==> config.mk <==
export PLATFORM = sky130hd
export DESIGN_NAME = multiplier
export DESIGN_NICKNAME = d
export VERILOG_FILES = /design/src/rtl/multiplier_pkg.sv /design/src/rtl/multiplier.sv
export SDC_FILE = /design/constraint.sdc
export NUM_CORES = 1
export LEC_CHECK = 0
export ABC_CLOCK_PERIOD_IN_PS = 6080
export CAP_MARGIN = 10
export CELL_PAD_IN_SITES_DETAIL_PLACEMENT = 1
export CELL_PAD_IN_SITES_GLOBAL_PLACEMENT = 1
export CORE_UTILIZATION = 37
export CTS_BUF_LIST = sky130_fd_sc_hd__clkbuf_8
export CTS_CLUSTER_SIZE = 25
export DETAILED_ROUTE_END_ITERATION = 7
export PLACE_DENSITY_LB_ADDON = 0.1
export SLEW_MARGIN = 20
export SYNTH_ARGS = -nofsm -noshare
export SYNTH_HDL_FRONTEND = slang
export SYNTH_SLANG_ARGS = --single-unit
==> constraint.sdc <==
create_clock -name clk -period 6.08 [get_ports clk]
set_clock_uncertainty 0.15 [all_clocks]
set_input_delay 1.52 -clock clk [delete_from_list [all_inputs] [get_ports clk]]
set_output_delay 1.52 -clock clk [all_outputs]
set_load 0.01 [all_outputs]
==> src/rtl/multiplier_pkg.sv <==
// Shared definitions for the HI/LO multiply unit: funct codes and control states.
package multiplier_pkg;

    localparam logic [5:0] FUNCT_MULTU = 6'b011001;
    localparam logic [5:0] FUNCT_OUT   = 6'b111111;

    typedef enum logic [1:0] {
        ST_IDLE = 2'd0,
        ST_BUSY = 2'd1,
        ST_DONE = 2'd2
    } state_t;

endpackage

==> src/rtl/multiplier.sv <==
// Sequential unsigned shift-add multiplier (WIDTH x WIDTH -> 2*WIDTH).
// MULTU starts a WIDTH-iteration multiply; OUT exposes the product register on dataOut.
module multiplier
    import multiplier_pkg::*;
#(
    parameter int WIDTH = 32
) (
    input  logic                 clk,
    input  logic                 reset,
    input  logic [WIDTH-1:0]     dataA,
    input  logic [WIDTH-1:0]     dataB,
    input  logic [5:0]           Signal,
    output logic [2*WIDTH-1:0]   dataOut
);

    localparam int             CW       = $clog2(WIDTH) + 1;
    localparam logic [CW-1:0]  CNT_LAST = CW'(WIDTH - 1);

    state_t               state_r;
    logic [2*WIDTH-1:0]   p_r;
    logic [WIDTH-1:0]     m_r;
    logic [CW-1:0]        cnt_r;

    // One iteration: conditional add into the upper half, then shift right with the add carry.
    function automatic logic [2*WIDTH-1:0] shift_add_step(
        input logic [2*WIDTH-1:0] p,
        input logic [WIDTH-1:0]   m
    );
        logic [WIDTH:0] sum;
        if (p[0]) begin
            sum = {1'b0, p[2*WIDTH-1:WIDTH]} + {1'b0, m};
        end else begin
            sum = {1'b0, p[2*WIDTH-1:WIDTH]};
        end
        return {sum, p[WIDTH-1:1]};
    endfunction

    // Control FSM and datapath registers; DONE waits for Signal to leave MULTU before re-arming.
    always_ff @(posedge clk or posedge reset) begin
        if (reset) begin
            state_r <= ST_IDLE;
            p_r     <= {(2*WIDTH){1'b0}};
            m_r     <= {WIDTH{1'b0}};
            cnt_r   <= {CW{1'b0}};
        end else begin
            case (state_r)
                ST_IDLE: begin
                    if (Signal == FUNCT_MULTU) begin
                        m_r     <= dataA;
                        p_r     <= {{WIDTH{1'b0}}, dataB};
                        cnt_r   <= {CW{1'b0}};
                        state_r <= ST_BUSY;
                    end
                end
                ST_BUSY: begin
                    p_r   <= shift_add_step(p_r, m_r);
                    cnt_r <= cnt_r + CW'(1);
                    if (cnt_r == CNT_LAST) begin
                        state_r <= ST_DONE;
                    end
                end
                ST_DONE: begin
                    if (Signal != FUNCT_MULTU) begin
                        state_r <= ST_IDLE;
                    end
                end
                default: begin
                    state_r <= ST_IDLE;
                end
            endcase
        end
    end

    // Product is visible only under OUT; reset forces zero regardless of the code.
    always_comb begin
        dataOut = {(2*WIDTH){1'b0}};
        if (!reset && (Signal == FUNCT_OUT)) begin
            dataOut = p_r;
        end else begin
            dataOut = {(2*WIDTH){1'b0}};
        end
    end

endmodule

---- Yosys cells after proc, flatten, opt, wreduce, memory -nomap -nowiden ----
Cells that the tools add are included.
word-level totals
  output and inout bits ................... 64
  flip-flop bits (word level) ............. 104
  input port bits ......................... 72
  logic and storage cells ................. 32
cells by class
  mux-type cells .......................... 10
  equality and inequality tests ........... 9
  add/subtract/negate cells ............... 2
  reduce and logical (&&, ||, !) cells .... 7
operators with widths
  operator                                                count
  2-to-1 mux 64 bit                                       2
  case mux 64 bit (2 select lines)                        1
  adder 32 x 32 -> 33 bit                                 1
  2-to-1 mux 33 bit                                       1
  equality test 6 x 5 -> 1 bit (second input constant)    2
  case mux 6 bit (2 select lines)                         1
  adder 6 x 1 -> 6 bit (second input constant)            1
  equality test 6 bit (second input constant)             1
  2-to-1 mux 2 bit                                        3
  2-to-1 mux 6 bit                                        1
  inequality test 2 bit (second input constant)           3
  inequality test 6 x 5 -> 1 bit (second input constant)  1
  case mux 2 bit (3 select lines)                         1
  AND reduction 2 bit                                     2
  AND reduction 3 bit                                     1
  equality test 2 x 1 -> 1 bit (second input constant)    1
  equality test 2 bit (second input constant)             1
  logical NOT 2 bit                                       1
  nonzero test 2 bit                                      1
  logical AND 1 bit                                       1
  logical NOT 1 bit                                       1

---- Longest topological paths before layout ----
  depth in word-level cells ............... 3
  depth in mapped cells ................... 10

---- Least setup slack after synthesis ----
OpenSTA, ideal clock, no wires.
  kind .................................... in2out
  start point ............................. input port reset
  end point ............................... output port dataOut[10]
  slack ................................... -0.363 ns
  stages on the path ...................... 5
  arrival ................................. 4.773 ns
  required time ........................... 4.410 ns
  path buffers ............................ 1
  path through ............................ inv_1 > nand4_1 > nor2_1 > clkbuf_1 > and2_1
between the ends
  longest elaborated chain between the ends .. 3
ends and longest elaborated chain
  item               line              RTL
  start, declared    multiplier.sv:9   input logic reset,
  logical NOT 1 bit  multiplier.sv:77  if (!reset && (Signal == FUNCT_OUT)) begin
  logical AND 1 bit  multiplier.sv:77
  2-to-1 mux 64 bit  multiplier.sv:77
  end, declared      multiplier.sv:13  output logic [2*WIDTH-1:0] dataOut
Every way passes these cells.

---- Worst setup path in the final report ----
  start point ............................. input port reset
  end point ............................... output port dataOut[31]
The elaborated chain is that of the path after synthesis.

==> reports/metrics.cfg <==
[synth]
ys_warn_count = 0
syn_inst = 707
syn_avg_cell_area_sq_um = 9.28
ys_ff_latch = 104
synthArstFlopShare = 1.00
ys_types = 59
synth_edf_count = 0
postSynthNetCount = 813
ys_dominant_reg_cell = dfrtp_1
netlist_area_sq_mm = 0.00656
ys_seq_area_frac = 0.397

[place]
io_buffers = 135
dp_hpwl_microns = 13800
pre_cts_ws_ns = 0.904
gp_congestion = 0.850

[clocking]
clock_latency_ns = 0.39
h-tree-depth = 3
cts_tree = done
clkSinkCount = 104
holdBufCountCts = 0
cts-resized-gates = 0
tritoncts.num_buffers = 9
path_clk_slew_ns = 0.11
cts_root_buf = clkbuf_8
post_cts_buffers = 0
cts_buffer_depth = 2

[global_routing]
grt_pass1_wl_microns = 30700
grt_overflow = 0
grt_pass1_vias = 5974
grt_max_degree = 64
grt_use_total = 0.214
antenna_found_initial = 0

[sta]
drv_slew = 0
final.setup.worst_slack_ns = 0.926
hold_viol = 0
rsz0062_at_grt = false
fin_crit_sh = 0.848
setup_violations = 0
fmax_mhz = 194
worst_pin_slew_ns = 1.05
slew_headroom = 0.301
fin_crit_ns = 5.15
setup-tns-final_ns = 0

[floorplanning]
fp.dieW_microns = 135
row_count = 48
ios = 136
die-area_sq_mm = 0.0183
start_util = 0.379
die_h_microns = 135
coreArea_sq_mm = 0.0173

[routing]
drt_pass1_iterations = 4
via_count = 5720
drc = 0
via_per_inst = 5.44
antenna_left = 0
wl_per_cell_microns = 18.1
wl_microns = 19000
first_iter_violations = 141

[setup_path]
slowest_delay_ns = 0.54
crit_path_top_delay_cell = clkdlybuf4s50_1
cpMostUsedCell = clkdlybuf4s50_1
crit_family = buffers and inverters
worstSetupEndpointType = primary output
crit_chain = clkdlybuf4s50_1, clkinvlp_4, nand4_1, nor2_4, buf_4, and2_1, clkdlybuf4s50_1
crit_fanout = 40
crit_arrival_ns = 3.48
cp.required_ns = 4.41
worstSetupPathType = in2out
startpoint_type = primary input
cp.buffers_inverters = 4

[power_and_ir_drop]
power.leakage_nw = 3.66
intPower_mw = 1.68
power.density_mw_per_mm2 = 356
p_sw_mw = 1.29
p_clk_frac = 0.160
sw_frac_of_total = 0.435
pwr-share-seq = 0.380
ir_drop_mv = 0.120
combPwrFrac = 0.460

[job]
cap_violations = 0

[final_layout]
nFillCells = 2005
nets = 927
diodes = 0
drive_gt1_frac = 0.0872
area_growth_pct = 27.2

[status]
status = finished clean

[hold_path]
hold_path.class = reg2reg

==> layout make-up <==
cell class,count,area (sq um),share of cell area
multi-input cells,552,3790,0.454
flip-flops and latches,104,2600,0.312
repair buffers,144,1420,0.170
well taps,225,282,0.0337
clock buffers,9,124,0.0148
clock inverters,7,87.6,0.0105
inverters,10,41.3,0.00495
==> cells by family (layout without fill, tap and decap cells) <==
logic type / count (synthesis) / in the layout / synth area share
AO/OA/AOI/OAI: 204 / 204 / 0.189
XOR/XNOR: 25 / 25 / 0.0334
adder cells (fa/ha/maj): 34 / 34 / 0.0660
buffers and inverters: 51 / 170 / 0.0313
flip-flops: 104 / 104 / 0.397
multiplexers: 72 / 72 / 0.117
AND/OR/NAND/NOR: 217 / 217 / 0.167
==> registers in the layout, indices dropped and copies added (netlist names) <==
signal   cells
p_r         64
m_r         32
cnt_r        6
state_r      2
==> layer usage <==
metal	wire (microns)	share of wire	GRT usage
met1	8710	0.46	0.281
met2	9330	0.49	0.369
met3	705	0.037	0.0224
met4	263	0.014	0.0687
met5	0	0	0
==> final timing paths <==
check	from	to	slack, ns	depth (start not counted)
hold / removal	p_r[25]	p_r[25]	0.36	2
hold reg to reg	p_r[25]	p_r[25]	0.36	2
min in group asynchronous	reset	m_r[12]	1.60	3
setup reg to reg	p_r[32]	p_r[61]	2.65	10
max in group asynchronous	reset	cnt_r[4]	2.90	4
setup / recovery	reset	dataOut[31]	0.93	7
==> stage by stage <==
step           instance area, sq um  total power [mW]   util  std cells  hold WS (ns)
4_1_cts                        8340              3.00  0.482       1051         0.372
6_report                       8350              2.97  0.482       1051         0.365
2_1_floorplan                  6560              2.10      -        707         0.311
3_5_place_dp                   8130              2.51  0.470       1035         0.344
3_3_place_gp                   8130              2.45  0.470       1035         0.335
5_1_grt                        8350              3.22  0.482       1051         0.398
==> synthesized netlist by cell type (7+ instances only) <==
| library cell | instances | area, sq um |
|---|---|---|
| a21oi_1 | 36 | 180 |
| a22oi_1 | 18 | 135 |
| o21ai_0 | 84 | 420 |
| nand3_1 | 12 | 60.1 |
| a21o_1 | 11 | 82.6 |
| o21ai_1 | 13 | 65.1 |
| mux2i_1 | 39 | 390 |
| xor2_1 | 9 | 78.8 |
| dfrtp_1 | 104 | 2600 |
| clkbuf_1 | 30 | 113 |
| xnor2_1 | 16 | 140 |
| nand4_1 | 10 | 62.6 |
| nand2_1 | 75 | 282 |
| inv_1 | 10 | 37.5 |
| ha_1 | 33 | 413 |
| mux2_2 | 32 | 360 |
| nor3_1 | 7 | 35.0 |
| and2_1 | 66 | 413 |
| nor2_1 | 26 | 97.6 |
==> power groups by stage <==
stage	Clock [mW]	Sequential [mW]	Combinational (mW)
final	0.475	1.13	1.37
after global routing	0.521	1.17	1.53
after CTS	0.495	1.13	1.38
after detailed placement	0	1.15	1.36
after global placement	0	1.14	1.31
after floorplan	0	1.07	1.03
==> tightest hold or removal path: stages, from the launching register on <==
cell and delay (ns):
dfrtp_1 0.38, nand2_1 0.05, o21ai_0 0.06
==> cell usage in the layout (no fill, tap or decap), types with 10 or more instances in the layout <==
cell and count:
a22oi_1 18, mux2_2 32, xnor2_1 16, o21ai_0 84, o21ai_1 13, nand2_1 74, nor2_1 24, ha_1 33
clkdlybuf4s50_1 135, nand4_1 10, mux2i_1 39, a21oi_1 36, and2_1 66, nand3_1 12, dfrtp_1 104, a21o_1 11
Power figures use the tool's default switching activity.
